File: src/rtl/ifu_fetch_pkg.sv
// Shared widths, reset PC default, FSM state encoding and buffer entry layout
// for the instruction fetch unit.
package ifu_fetch_pkg;

    localparam int CPU_WIDTH = 32;
    localparam int INS_WIDTH = 32;
    localparam logic [CPU_WIDTH-1:0] DEF_RESET_PC = 32'h8000_0000;

    typedef enum logic [1:0] {
        S_REQ  = 2'd0,
        S_WAIT = 2'd1,
        S_DROP = 2'd2,
        S_ERR  = 2'd3
    } fetch_state_e;

    typedef struct packed {
        logic [CPU_WIDTH-1:0] pc;
        logic [INS_WIDTH-1:0] instr;
    } fetch_entry_t;

endpackage

File: src/rtl/ifu_fifo.sv
// Synchronous FIFO of {pc, instr} fetch entries with push, pop and flush.
// Flush has priority over push; storage is cleared only by reset.
module ifu_fifo
    import ifu_fetch_pkg::*;
#(
    parameter int DEPTH = 2
) (
    input  logic                           i_clk,
    input  logic                           i_rst_n,
    input  logic                           i_push,
    input  logic [CPU_WIDTH+INS_WIDTH-1:0] i_data,
    input  logic                           i_pop,
    input  logic                           i_flush,
    output logic [CPU_WIDTH+INS_WIDTH-1:0] o_head,
    output logic                           o_full,
    output logic                           o_empty
);

    localparam int PW = (DEPTH > 1) ? $clog2(DEPTH) : 1;
    localparam int CW = $clog2(DEPTH + 1);

    logic [CPU_WIDTH+INS_WIDTH-1:0] r_mem [DEPTH];
    logic [PW-1:0]                  r_wr;
    logic [PW-1:0]                  r_rd;
    logic [CW-1:0]                  r_count;
    logic                           w_push;
    logic                           w_pop;

    assign o_full  = (r_count == CW'(DEPTH));
    assign o_empty = (r_count == '0);
    assign o_head  = r_mem[r_rd];
    assign w_pop   = i_pop & ~o_empty;
    assign w_push  = i_push & (~o_full | w_pop);

    always_ff @(posedge i_clk) begin
        if (!i_rst_n) begin
            for (int unsigned i = 0; i < DEPTH; i++) r_mem[i] <= '0;
            r_wr    <= '0;
            r_rd    <= '0;
            r_count <= '0;
        end else if (i_flush) begin
            r_wr    <= '0;
            r_rd    <= '0;
            r_count <= '0;
        end else begin
            if (w_push) begin
                r_mem[r_wr] <= i_data;
                r_wr        <= (r_wr == PW'(DEPTH - 1)) ? '0 : r_wr + 1'b1;
            end
            if (w_pop) begin
                r_rd <= (r_rd == PW'(DEPTH - 1)) ? '0 : r_rd + 1'b1;
            end
            case ({w_push, w_pop})
                2'b10:   r_count <= r_count + 1'b1;
                2'b01:   r_count <= r_count - 1'b1;
                default: r_count <= r_count;
            endcase
        end
    end

endmodule

File: src/rtl/ifu_fetch.sv
// Instruction fetch unit: single-outstanding request FSM feeding a small
// {pc, instr} buffer. Define IFU_PERF_EN to add fetch/stall counters.
module ifu_fetch
    import ifu_fetch_pkg::*;
#(
    parameter logic [CPU_WIDTH-1:0] RESET_PC   = DEF_RESET_PC,
    parameter int                   FIFO_DEPTH = 2
) (
    input  logic                 i_clk,
    input  logic                 i_rst_n,
    output logic                 o_req_valid,
    output logic [CPU_WIDTH-1:0] o_req_addr,
    input  logic                 i_req_ready,
    input  logic                 i_rsp_valid,
    input  logic [INS_WIDTH-1:0] i_rsp_data,
    input  logic                 i_rsp_err,
    output logic [INS_WIDTH-1:0] o_instr,
    output logic [CPU_WIDTH-1:0] o_pc,
    output logic                 o_valid,
    input  logic                 i_ready,
    input  logic                 i_redirect,
    input  logic [CPU_WIDTH-1:0] i_redirect_pc,
    output logic                 o_fetch_err
`ifdef IFU_PERF_EN
    ,
    output logic [31:0]          o_perf_fetch,
    output logic [31:0]          o_perf_stall
`endif
);

    fetch_state_e         r_state;
    fetch_state_e         w_state_nxt;
    logic [CPU_WIDTH-1:0] r_pc;
    logic [CPU_WIDTH-1:0] w_pc_nxt;
    logic                 r_fetch_err;
    logic                 w_err_nxt;
    logic                 w_push;
    logic                 w_pop;
    logic                 w_flush;
    logic                 w_hs;
    logic                 w_fifo_full;
    logic                 w_fifo_empty;
    fetch_entry_t         w_push_entry;
    fetch_entry_t         w_head;

    assign o_req_valid = (r_state == S_REQ) && !w_fifo_full;
    assign o_req_addr  = r_pc;
    assign w_hs        = o_req_valid & i_req_ready;
    assign o_valid     = !w_fifo_empty && (r_state != S_ERR);
    assign w_pop       = o_valid & i_ready;
    assign o_instr     = w_head.instr;
    assign o_pc        = w_head.pc;
    assign o_fetch_err = r_fetch_err;

    // Any redirect leaves WAIT, so in WAIT r_pc is always the request address + 4.
    assign w_push_entry.pc    = r_pc - 32'd4;
    assign w_push_entry.instr = i_rsp_data;

    always_ff @(posedge i_clk) begin
        if (!i_rst_n) begin
            r_state     <= S_REQ;
            r_pc        <= RESET_PC;
            r_fetch_err <= 1'b0;
        end else begin
            r_state     <= w_state_nxt;
            r_pc        <= w_pc_nxt;
            r_fetch_err <= w_err_nxt;
        end
    end

    // A redirect takes priority over a same-cycle response, including an error one.
    always_comb begin
        w_state_nxt = r_state;
        w_pc_nxt    = r_pc;
        w_err_nxt   = r_fetch_err;
        w_push      = 1'b0;
        w_flush     = 1'b0;
        if (r_state != S_ERR) begin
            if (i_redirect) begin
                w_flush  = 1'b1;
                w_pc_nxt = i_redirect_pc;
                if (i_redirect_pc[1:0] != 2'b00) begin
                    w_err_nxt   = 1'b1;
                    w_state_nxt = S_ERR;
                end else begin
                    case (r_state)
                        S_REQ:          w_state_nxt = w_hs ? S_DROP : S_REQ;
                        S_WAIT, S_DROP: w_state_nxt = i_rsp_valid ? S_REQ : S_DROP;
                        default:        w_state_nxt = r_state;
                    endcase
                end
            end else begin
                case (r_state)
                    S_REQ: begin
                        if (w_hs) begin
                            w_pc_nxt    = r_pc + 32'd4;
                            w_state_nxt = S_WAIT;
                        end
                    end
                    S_WAIT: begin
                        if (i_rsp_valid) begin
                            if (i_rsp_err) begin
                                w_err_nxt   = 1'b1;
                                w_flush     = 1'b1;
                                w_state_nxt = S_ERR;
                            end else begin
                                w_push      = 1'b1;
                                w_state_nxt = S_REQ;
                            end
                        end
                    end
                    S_DROP: begin
                        if (i_rsp_valid) w_state_nxt = S_REQ;
                    end
                    default: w_state_nxt = r_state;
                endcase
            end
        end
    end

    ifu_fifo #(
        .DEPTH (FIFO_DEPTH)
    ) u_fifo (
        .i_clk   (i_clk),
        .i_rst_n (i_rst_n),
        .i_push  (w_push),
        .i_data  (w_push_entry),
        .i_pop   (w_pop),
        .i_flush (w_flush),
        .o_head  (w_head),
        .o_full  (w_fifo_full),
        .o_empty (w_fifo_empty)
    );

`ifdef IFU_PERF_EN
    logic [31:0] r_perf_fetch;
    logic [31:0] r_perf_stall;

    always_ff @(posedge i_clk) begin
        if (!i_rst_n) begin
            r_perf_fetch <= '0;
            r_perf_stall <= '0;
        end else begin
            if (w_push) r_perf_fetch <= r_perf_fetch + 32'd1;
            if (!o_valid && (r_state != S_ERR)) r_perf_stall <= r_perf_stall + 32'd1;
        end
    end

    assign o_perf_fetch = r_perf_fetch;
    assign o_perf_stall = r_perf_stall;
`endif

endmodule

File: config.mk
export PLATFORM = sky130hd
export DESIGN_NAME = ifu_fetch
export DESIGN_NICKNAME = d
export VERILOG_FILES = /design/src/rtl/ifu_fetch_pkg.sv /design/src/rtl/ifu_fifo.sv /design/src/rtl/ifu_fetch.sv
export SDC_FILE = /design/constraint.sdc
export NUM_CORES = 1
export LEC_CHECK = 0
export BUFFER_PORTS_ARGS = -buffer_cell sky130_fd_sc_hd__buf_4
export CAP_MARGIN = 20
export CORE_AREA = 2 2 127 129
export DETAILED_ROUTE_END_ITERATION = 16
export DIE_AREA = 0 0 129 131
export PLACE_DENSITY = 0.8
export SYNTH_ARGS = -nofsm -noshare
export SYNTH_HDL_FRONTEND = slang
export SYNTH_SLANG_ARGS = --single-unit
File: constraint.sdc
create_clock -name i_clk -period 5.4 [get_ports i_clk]
set_input_delay 0.81 -clock i_clk [delete_from_list [all_inputs] [get_ports i_clk]]
set_output_delay 0.81 -clock i_clk [all_outputs]
set_load 0.02 [all_outputs]
# Yosys cells after proc, flatten, opt, wreduce, memory -nomap -nowiden
# Memories as Yosys holds them, arrays and structs flattened. A register that Yosys moved wholly into a read port is not among the register bits.
# Index checks and enable logic that the tools add are counted.
# word_totals
reg_bits	39
mem_bits_rw	128
input_bits	71
output_inout_bits	99
n_memories	1
# classes
add_sub_neg	6
eq_ne	11
mux	41
bitwise_logic	8
n_reduce_logical	20
# mem_list
memory	depth	width	rd	rd_clocked_by_memory_dff	write_ports	line_no	source
u_fifo.r_mem	2	64	1	1	2	ifu_fifo.sv:22	logic [CPU_WIDTH+INS_WIDTH-1:0] r_mem [DEPTH];
# op_table
op	n
2-to-1 mux 32 bit	3
2-to-1 mux 64 bit	1
OR reduction 64 bit	1
adder 32 x 3 -> 32 bit, second input constant	1
subtractor 32 x 3 -> 32 bit, second input constant	1
2-to-1 mux 1 bit	26
2-to-1 mux 2 bit	8
nonzero test 2 bit	7
inequality test 3 bit, second input constant	3
one-hot mux 2 bit (2 select lines)	2
== test 2 bit, second input constant	3
one-hot mux 2 bit (3 select lines)	1
AND reduction 6 bit	1
AND reduction 5 bit	1
bitwise AND 1 bit	4
== test 2 x 1 -> 1 bit, second input constant	2
zero test 2 bit	2
inequality test 4 x 1 -> 1 bit, second input constant	1
nonzero test 4 bit	1
OR reduction 2 bit	2
NOT 1 bit	3
AND reduction 3 bit	1
adder 1 bit, second input constant	2
adder 2 x 1 -> 2 bit, second input constant	1
other kinds (6)	8

# Depth between registers and ports, before layout
# Gate-level depths: netlist of run 1.
# logic_depth
depth_word	13
ltp_mapped	9
mapped_depth_nobuf	7

# Cells and area by module
# Synthesis of run 1 repeated with hierarchy kept, for this count alone.
# hier_totals
hier_cells	775
area_unflattened_um2	8712.1
# by_module_without_submodules
mod	instances	cells_each	area_per_inst_um2	seq_area_each_um2
ifu_fifo	1	373	5796.8	3943.8
ifu_fetch	1	402	2915.3	700.7

# Worst setup path after synthesis of run 1
# No wires, ideal clock.
# synth_path
path_kind	input to register
from	input i_redirect
to	memory u_fifo.r_mem[0][0] (netlist bit), enable pin
arrival_time_ns	3.593
t_required_ns	4.977
setup_slack_ns	1.384
stages	7
n_path_buf	2
path_cell_list	clkbuf_1 nor2_1 nand4b_1 nor3_1 nand2b_1 buf_4 nand2_1
# synth_rtl
item	line_no	source
start: declaration	ifu_fetch.sv:21	input logic i_redirect,
end: declaration	ifu_fifo.sv:22	

==> out/results.tsv, run 1 <==
stage	metric	value	unit
synth	synthArstFlopShare	0	%
synth	yosys.area.top_type_share	44.9	%
cts	clkTransAtPathRegs	70	ps
cts	insertion_delay	430	ps
grt	grt_overflow_total	0	
cts	tritoncts	done	
synth	postSynthCellCount	795	
timing	period_minus_slack	3230	ps
cts	cts_sinks	168	
timing	grt_setup_unrepaired	false	
layout	layout.nets	1000	
detailed_routing	dr.first_iter.drc_count	520	
synth	synth_common_cells	edfxtp_1, nor2_1, mux2_2	
synth	synth_area	0.00855	mm²
synth	synth-main-ff-cell	edfxtp_1	
synth	synth-edff-count	128	
floorplanning	start_util	54.8	%
timing	fin_skew	9.94	ps
floorplanning	io_pins	170	
critical_path	r2r-start	r_state[0]$_SDFFE_PN0P_	
cts	clockBufferDepth	2	
synth	ys_seq_area_share	54.3	%
pwr	leakagePower	4.12	nW
timing	drv_slew	0	
floorplanning	dieArea	0.0169	mm²
critical_path	critPathTopFamily	flip-flops	
grt	grt_pass1_wl	31.7	mm
run	cap_violations	0	
critical_path	crit_chain	buf_4 > mux2_2 > buf_4	
timing	slew-limit-headroom	43.1	%
synth	yosysTopAreaCell	edfxtp_1	
critical_path	end_kind	output pin	
placed_design	place_congestion	0.934	
detailed_routing	wire_per_inst	17.8	µm
timing	timing.fmax	309	MHz
layout	syn_to_final_growth	22.2	%
detailed_routing	num_vias	6581	
synth	synth_seq_cells	168	
critical_path	crit_path_top_delay_cell	dfxtp_2	
placed_design	numPortBuffers	169	
timing	worst_pin_slew	853	ps
grt	grt_max_degree	65	
timing	finalCritPeriodShare	59.8	%
synth	yosysMostFrequentCell	edfxtp_1	
floorplanning	fp.dieH	131	µm
detailed_routing	wirelength	20.5	mm
grt	antenna_found_initial	0	
floorplanning	die_w	129	µm
timing	setup_viol	0	
cts	cts_root_buf	clkbuf_16	
cts	ctsHoldBuffers	0	
layout	final_cells	1152	
critical_path	crit_required	4590	ps
critical_path	slowest_delay	870	ps
timing	fin_ws	2170	ps
min_path	hold_path.startpoint	o_fetch_err$_SDFFE_PN0P_	
cts	post_cts_resize_count	0	
layout	drive_gt1_share	31.6	%
timing	setup_tns	0	ps
floorplanning	rows	46	
critical_path	worstSetupPathType	flop to output pin	
critical_path	cp_max_fo	35	
detailed_routing	ant_nets	0	
detailed_routing	viasPerCell	5.71	
pwr	power_density	324	mW/mm²
outcome	status	complete, no violations	
critical_path	cp_data_arrival_time	2420	ps
grt	grt_pass1_vias	6239	
cts	htreeDepth	4	
cts	post-cts-setup-buffer-count	0	
cts	cts_made_buffers	17	
placed_design	dpl.hpwl	13.5	mm
grt	track_usage	24.3	%
critical_path	crit_buf_inv	2	
synth	synth_cell_types	60	
synth	yosys_warnings	0	
synth	synth_fp_nets	872	
critical_path	startpoint_type	flop	
placed_design	dp_cells	1120	
synth	synth_area_per_cell	10.8	µm²
critical_path	cpMostUsedCell	buf_4	
placed_design	dp_slack	1920	ps
synth	synth.area.top_cells	edfxtp_1, dfxtp_1, mux2_2, nor2_1, and3_1	
floorplanning	core_area	0.0156	mm²
timing	hold_viol	0	
min_path	hp-class	flop to flop	
layout	diodes	0	
detailed_routing	drc_errors	0	
detailed_routing	first_pass_iters	5	
pwr	ir_worst_vdd	257	µV
==> area by class of cell <==
class	instances	area, µm²
flip-flops and latches	168	4650
repair buffers	178	1350
well taps	216	270
inverters	9	33.8
clock buffers	17	425
multi-input cells	549	3580
fillers	1181	5150
clock inverters	15	151
==> where the power goes <==
part	total, W	switching (W)	leakage, nW	internal (W)
registers	0.00156	0.0000990	1.65	0.00146
clock network	0.00120	0.000547	0.281	0.000653
logic	0.000633	0.000373	2.19	0.000260
total	0.00339	0.00102	4.12	0.00237
==> worst min-delay path, stage by stage, from the launching register on <==
cell,delay [ps]
dfxtp_1,340
nor2_1,50
nor2_1,70
==> layer usage <==
layer,vias to the layer above,routed length [µm],global-route usage (%)
li1,3146,-,-
met2,295,9880,40.2
met1,3098,8630,32.3
met3,42,1520,4.64
met4,0,482,8.70
met5,-,0,0
==> sequential cells by signal, summed over array words and instances, names as in the netlist, named ones only <==
name,count
o_fetch_err,1
u_fifo.r_rd,1
r_state,2
u_fifo.r_wr,1
u_fifo.r_mem,128
o_req_addr,32
u_fifo.r_count,2
==> cell usage in the layout, fill, tap and decap left out, types with 4 or more instances in the layout <==
cell type and count:
a211oi_1 5, a21oi_1 32, a31oi_1 7, and2_1 38
and3_1 45, and4_1 4, buf_4 177, clkbuf_16 17
dfxtp_1 39, edfxtp_1 128, ha_1 6, inv_1 9
inv_6 6, inv_8 4, mux2_2 66, mux2i_1 5
nand2_1 40, nand2b_1 4, nand3_1 20, nand4_1 13
nor2_1 110, nor3_1 19, nor3_2 4, nor4_1 16
o21ai_0 24, o221a_2 4, o22ai_1 4, or3_1 5
or4_1 4, xnor2_1 26, xor2_1 6
==> cells by family (layout without fill, tap and decap cells) <==
family | count (synthesis) | in the layout | synth area share, %
and+or+nand+nor | 339 | 339 | 20.7
muxes | 71 | 71 | 9.27
buffers and inverters | 78 | 219 | 4.08
AOI/OAI and AO/OA | 101 | 101 | 7.50
DFF | 168 | 168 | 54.3
adders and majority gates | 6 | 6 | 0.878
xor gates and xnor gates | 32 | 32 | 3.28
==> worst paths after layout <==
check             depth (start not counted)                                 to  slack [ps]
setup / recovery                          3                           o_pc[22]        2170
hold / removal                            2           o_fetch_err$_SDFFE_PN0P_         490
setup reg to reg                          8  u_fifo.r_mem[1][43]$_SDFFCE_PN0P_        2260
hold reg to reg                           2           o_fetch_err$_SDFFE_PN0P_         490
==> through the flow <==
stage | util [%] | instance area [µm²] | hold slack (ps) | power (W)
CTS | 67.0 | 10500 | 492 | 0.00340
floorplan | - | 8550 | 454 | 0.00199
detailed placement | 63.3 | 9870 | 473 | 0.00221
global route | 67.0 | 10500 | 527 | 0.00353
global placement | 63.3 | 9870 | 468 | 0.00220
finish | 67.0 | 10500 | 489 | 0.00339
No activity file was read; power rests on OpenSTA's default activity.
==> run 2: changes to the inputs <==
Settings changed: ABC_AREA from default to 1, CORE_AREA 2 2 127 129 to 2 2 131 133, DIE_AREA 0 0 129 131 to 0 0 133 135, PLACE_DENSITY 0.8 to 0.79.
Clock period 5.4 ns to 3.4 ns, I/O delays scaled along.
==> run 2 against run 1 <==
Core utilization rose by 0.61 points. Design area is 6.1% higher. Sequential power grew 65%. Global-route usage increased by 0.44 points. Largest cell class unchanged. Die area is 6.2% higher. Largest power group unchanged. Clock power up 66%. Critical endpoint is now o_instr[28]. Highest routed layer unchanged.
==> out/results.tsv, run 2 <==
stage	metric	value	unit	change
critical_path	worstSetupPathType	flop to output pin		
cts	insertion_delay	430	ps	about the same
critical_path	end_kind	output pin		
grt	grt_max_degree	65		unchanged
timing	fin_skew	8.21	ps	-1.74 ps
pwr	ir_worst_vdd	385	µV	+50%
timing	slew-limit-headroom	48.6	%	+5.5 points
critical_path	crit_required	2890	ps	-1700 ps
grt	antenna_found_initial	0		unchanged
critical_path	startpoint_type	flop		
synth	synth_cell_types	36		-40%
floorplanning	io_pins	170		unchanged
synth	synth_seq_cells	168		unchanged
timing	setup_viol	0		unchanged
timing	period_minus_slack	2510	ps	
critical_path	crit_buf_inv	2		unchanged
detailed_routing	first_pass_iters	5		unchanged
synth	synth_common_cells	nand2_1, nor2_1, edfxtp_1		
critical_path	cp_data_arrival_time	2000	ps	-420 ps
detailed_routing	num_vias	7444		+13%
detailed_routing	wire_per_inst	15.5	µm	-13%
critical_path	crit_chain	buf_4 > mux2_2 > buf_4		
cts	tritoncts	done		
layout	drive_gt1_share	26.9	%	-4.7 points
layout	layout_commonest_cell	nand2_1		
floorplanning	fp.dieH	135	µm	+3.1%
min_path	hp-class	input pin to flop		
grt	grt_overflow_total	0		unchanged
synth	synth-main-ff-cell	edfxtp_1		
synth	synthArstFlopShare	0	%	unchanged
placed_design	dpl.hpwl	15.4	mm	+14%
critical_path	cpMostUsedCell	buf_4		
synth	yosysTopAreaCell	edfxtp_1		
cts	cts_made_buffers	17		unchanged
critical_path	slowest_delay	630	ps	-240 ps
cts	clockBufferDepth	2		unchanged
outcome	status	complete, no violations		
timing	drv_slew	0		unchanged
grt	grt_pass1_wl	34.6	mm	+8.9%
detailed_routing	met1Wirelength	9.68	mm	+12%
synth	synth-edff-count	128		unchanged
cts	htreeDepth	4		unchanged
synth	ys_seq_area_share	51.1	%	-3.2 points
synth	synth_fp_nets	1119		+28%
floorplanning	rows	47		+2.2%
detailed_routing	wirelength	22.1	mm	+7.6%
pwr	power_density	553	mW/mm²	+70%
timing	setup_tns	0	ps	unchanged
floorplanning	dieArea	0.0180	mm²	+6.2%
synth	synth_area_per_cell	8.72	µm²	-19%
timing	finalCritPeriodShare	74.0	%	
layout	top_register	u_fifo.r_mem		
layout	layout.nets	1268		+27%
layout	diodes	0		unchanged
detailed_routing	wl_met2	10.4	mm	+5.7%
cts	cts_sinks	168		unchanged
critical_path	critPathTopFamily	flip-flops		
cts	clkTransAtPathRegs	70	ps	about the same
synth	yosys_warnings	0		unchanged
timing	worst_pin_slew	770	ps	-83.1 ps
timing	fin_ws	885	ps	-1280 ps
critical_path	cp_max_fo	22		-37%
layout	fillCellCount	1343		+14%
layout	seq_area	0.00465	mm²	unchanged
critical_path	crit_path_top_delay_cell	dfxtp_2		
synth	synth.area.top_cells	edfxtp_1, nand2_1, dfxtp_1, nor2_1, mux2_2		
detailed_routing	ant_nets	0		unchanged
run	cap_violations	0		unchanged
grt	grt_pass1_vias	6901		+11%
placed_design	place_congestion	0.979		+4.7%
detailed_routing	drc_errors	0		unchanged
floorplanning	start_util	55.3	%	+0.51 points
synth	yosys.area.top_type_share	42.3	%	-2.6 points
placed_design	numPortBuffers	169		unchanged
detailed_routing	dr.first_iter.drc_count	510		-1.9%
detailed_routing	viasPerCell	5.23		-8.5%
placed_design	dp_slack	1010	ps	-910 ps
pwr	leakagePower	4.80	nW	+16%
cts	ctsHoldBuffers	0		unchanged
synth	postSynthCellCount	1042		+31%
synth	synth_area	0.00908	mm²	+6.2%
timing	grt_setup_unrepaired	false		
grt	track_usage	24.8	%	+0.44 points
cts	post_cts_resize_count	0		unchanged
layout	largest_reg_flops	128		unchanged
layout	syn_to_final_growth	22.2	%	about the same
cts	cts_root_buf	clkbuf_16		
layout	final_cell_mix	nand2_1, nor2_1, buf_4, edfxtp_1, inv_1		
timing	hold_viol	0		unchanged
floorplanning	core_area	0.0164	mm²	+5.2%
layout	multi_input_area	0.00375	mm²	+4.8%
detailed_routing	wl_met3	1.51	mm	-0.33%
synth	yosysMostFrequentCell	nand2_1		
timing	timing.fmax	398	MHz	
floorplanning	die_w	133	µm	+3.1%
detailed_routing	routed.top_layer	met4		
cts	post-cts-setup-buffer-count	0		unchanged
-- run 2: cell types whose count changed in the layout (fill, tap and decap cells not counted), moves of 20 or more --
cell / before / now
nand3_1: 20 / 54
nand2_1: 40 / 217
nor2_1: 110 / 203
xnor2_1: 26 / 4
and2_1: 38 / 0
a21oi_1: 32 / 55
inv_1: 9 / 105
nor2_2: 0 / 20
and3_1: 45 / 0
-- run 2: cell families after synthesis --
family	synth area share [%]
simple gates	24.9
flops	51.1
buf+inv	7.63
compound gates	5.26
mux	7.94
xor+xnor	2.31
fa+ha+maj	0.827
-- run 2: cell type report --
class                      count  area share (%)
inverter                     113            3.82
timing repair buffer         177            12.5
clock buffer                  17            3.83
tap                          220            2.48
sequential                   168            41.9
clock inverter                15            1.65
multi-input combinational    714            33.8
-- run 2: worst reg2reg max path, stage by stage, from the launching register on --
cell      delay [ps]
dfxtp_1          380
ha_1             260
a21oi_2           60
nand2_2           90
clkinv_1          90
o21ai_2          150
inv_2             60
nand3_2           90
buf_12           320
inv_1            290
nand2_1          100
inv_1             50
-- run 2: final timing paths --
check	from	endpoint	slack, ps	cells after the start
hold reg to reg	o_fetch_err$_SDFFE_PN0P_	o_fetch_err$_SDFFE_PN0P_	450	2
setup reg to reg	r_state[1]$_SDFFE_PN0P_	u_fifo.r_mem[1][44]$_SDFFCE_PN0P_	1220	11
hold / removal	i_redirect_pc[0]	o_req_addr[0]$_SDFFE_PN0P_	370	3
setup / recovery	flop	o_instr[28]	890	3
-- run 2: metrics by stage --
stage	instance area (µm²)	util, %	total power, W	hold slack, ps	instances
floorplan	9080	-	0.00362	472	1042
global placement	10500	63.9	0.00415	441	1392
detailed placement	10500	63.9	0.00418	445	1392
CTS	11100	67.6	0.00614	360	1424
global route	11100	67.6	0.00641	379	1424
finish	11100	67.6	0.00613	375	1424
-- run 2: report_power, final --
group / switching, W / leakage (nW) / internal [W] / total [W]
Clock: 0.000875 / 0.293 / 0.00111 / 0.00199
Combinational: 0.000996 / 2.85 / 0.000579 / 0.00158
Sequential: 0.000210 / 1.65 / 0.00236 / 0.00257
Total: 0.00208 / 4.80 / 0.00405 / 0.00613
-- run 2: layer usage --
metal,vias up,global-route usage [%]
met2,289,40.4
met3,26,4.77
met1,3444,33.5
li1,3685,-
met5,-,0
met4,0,8.18
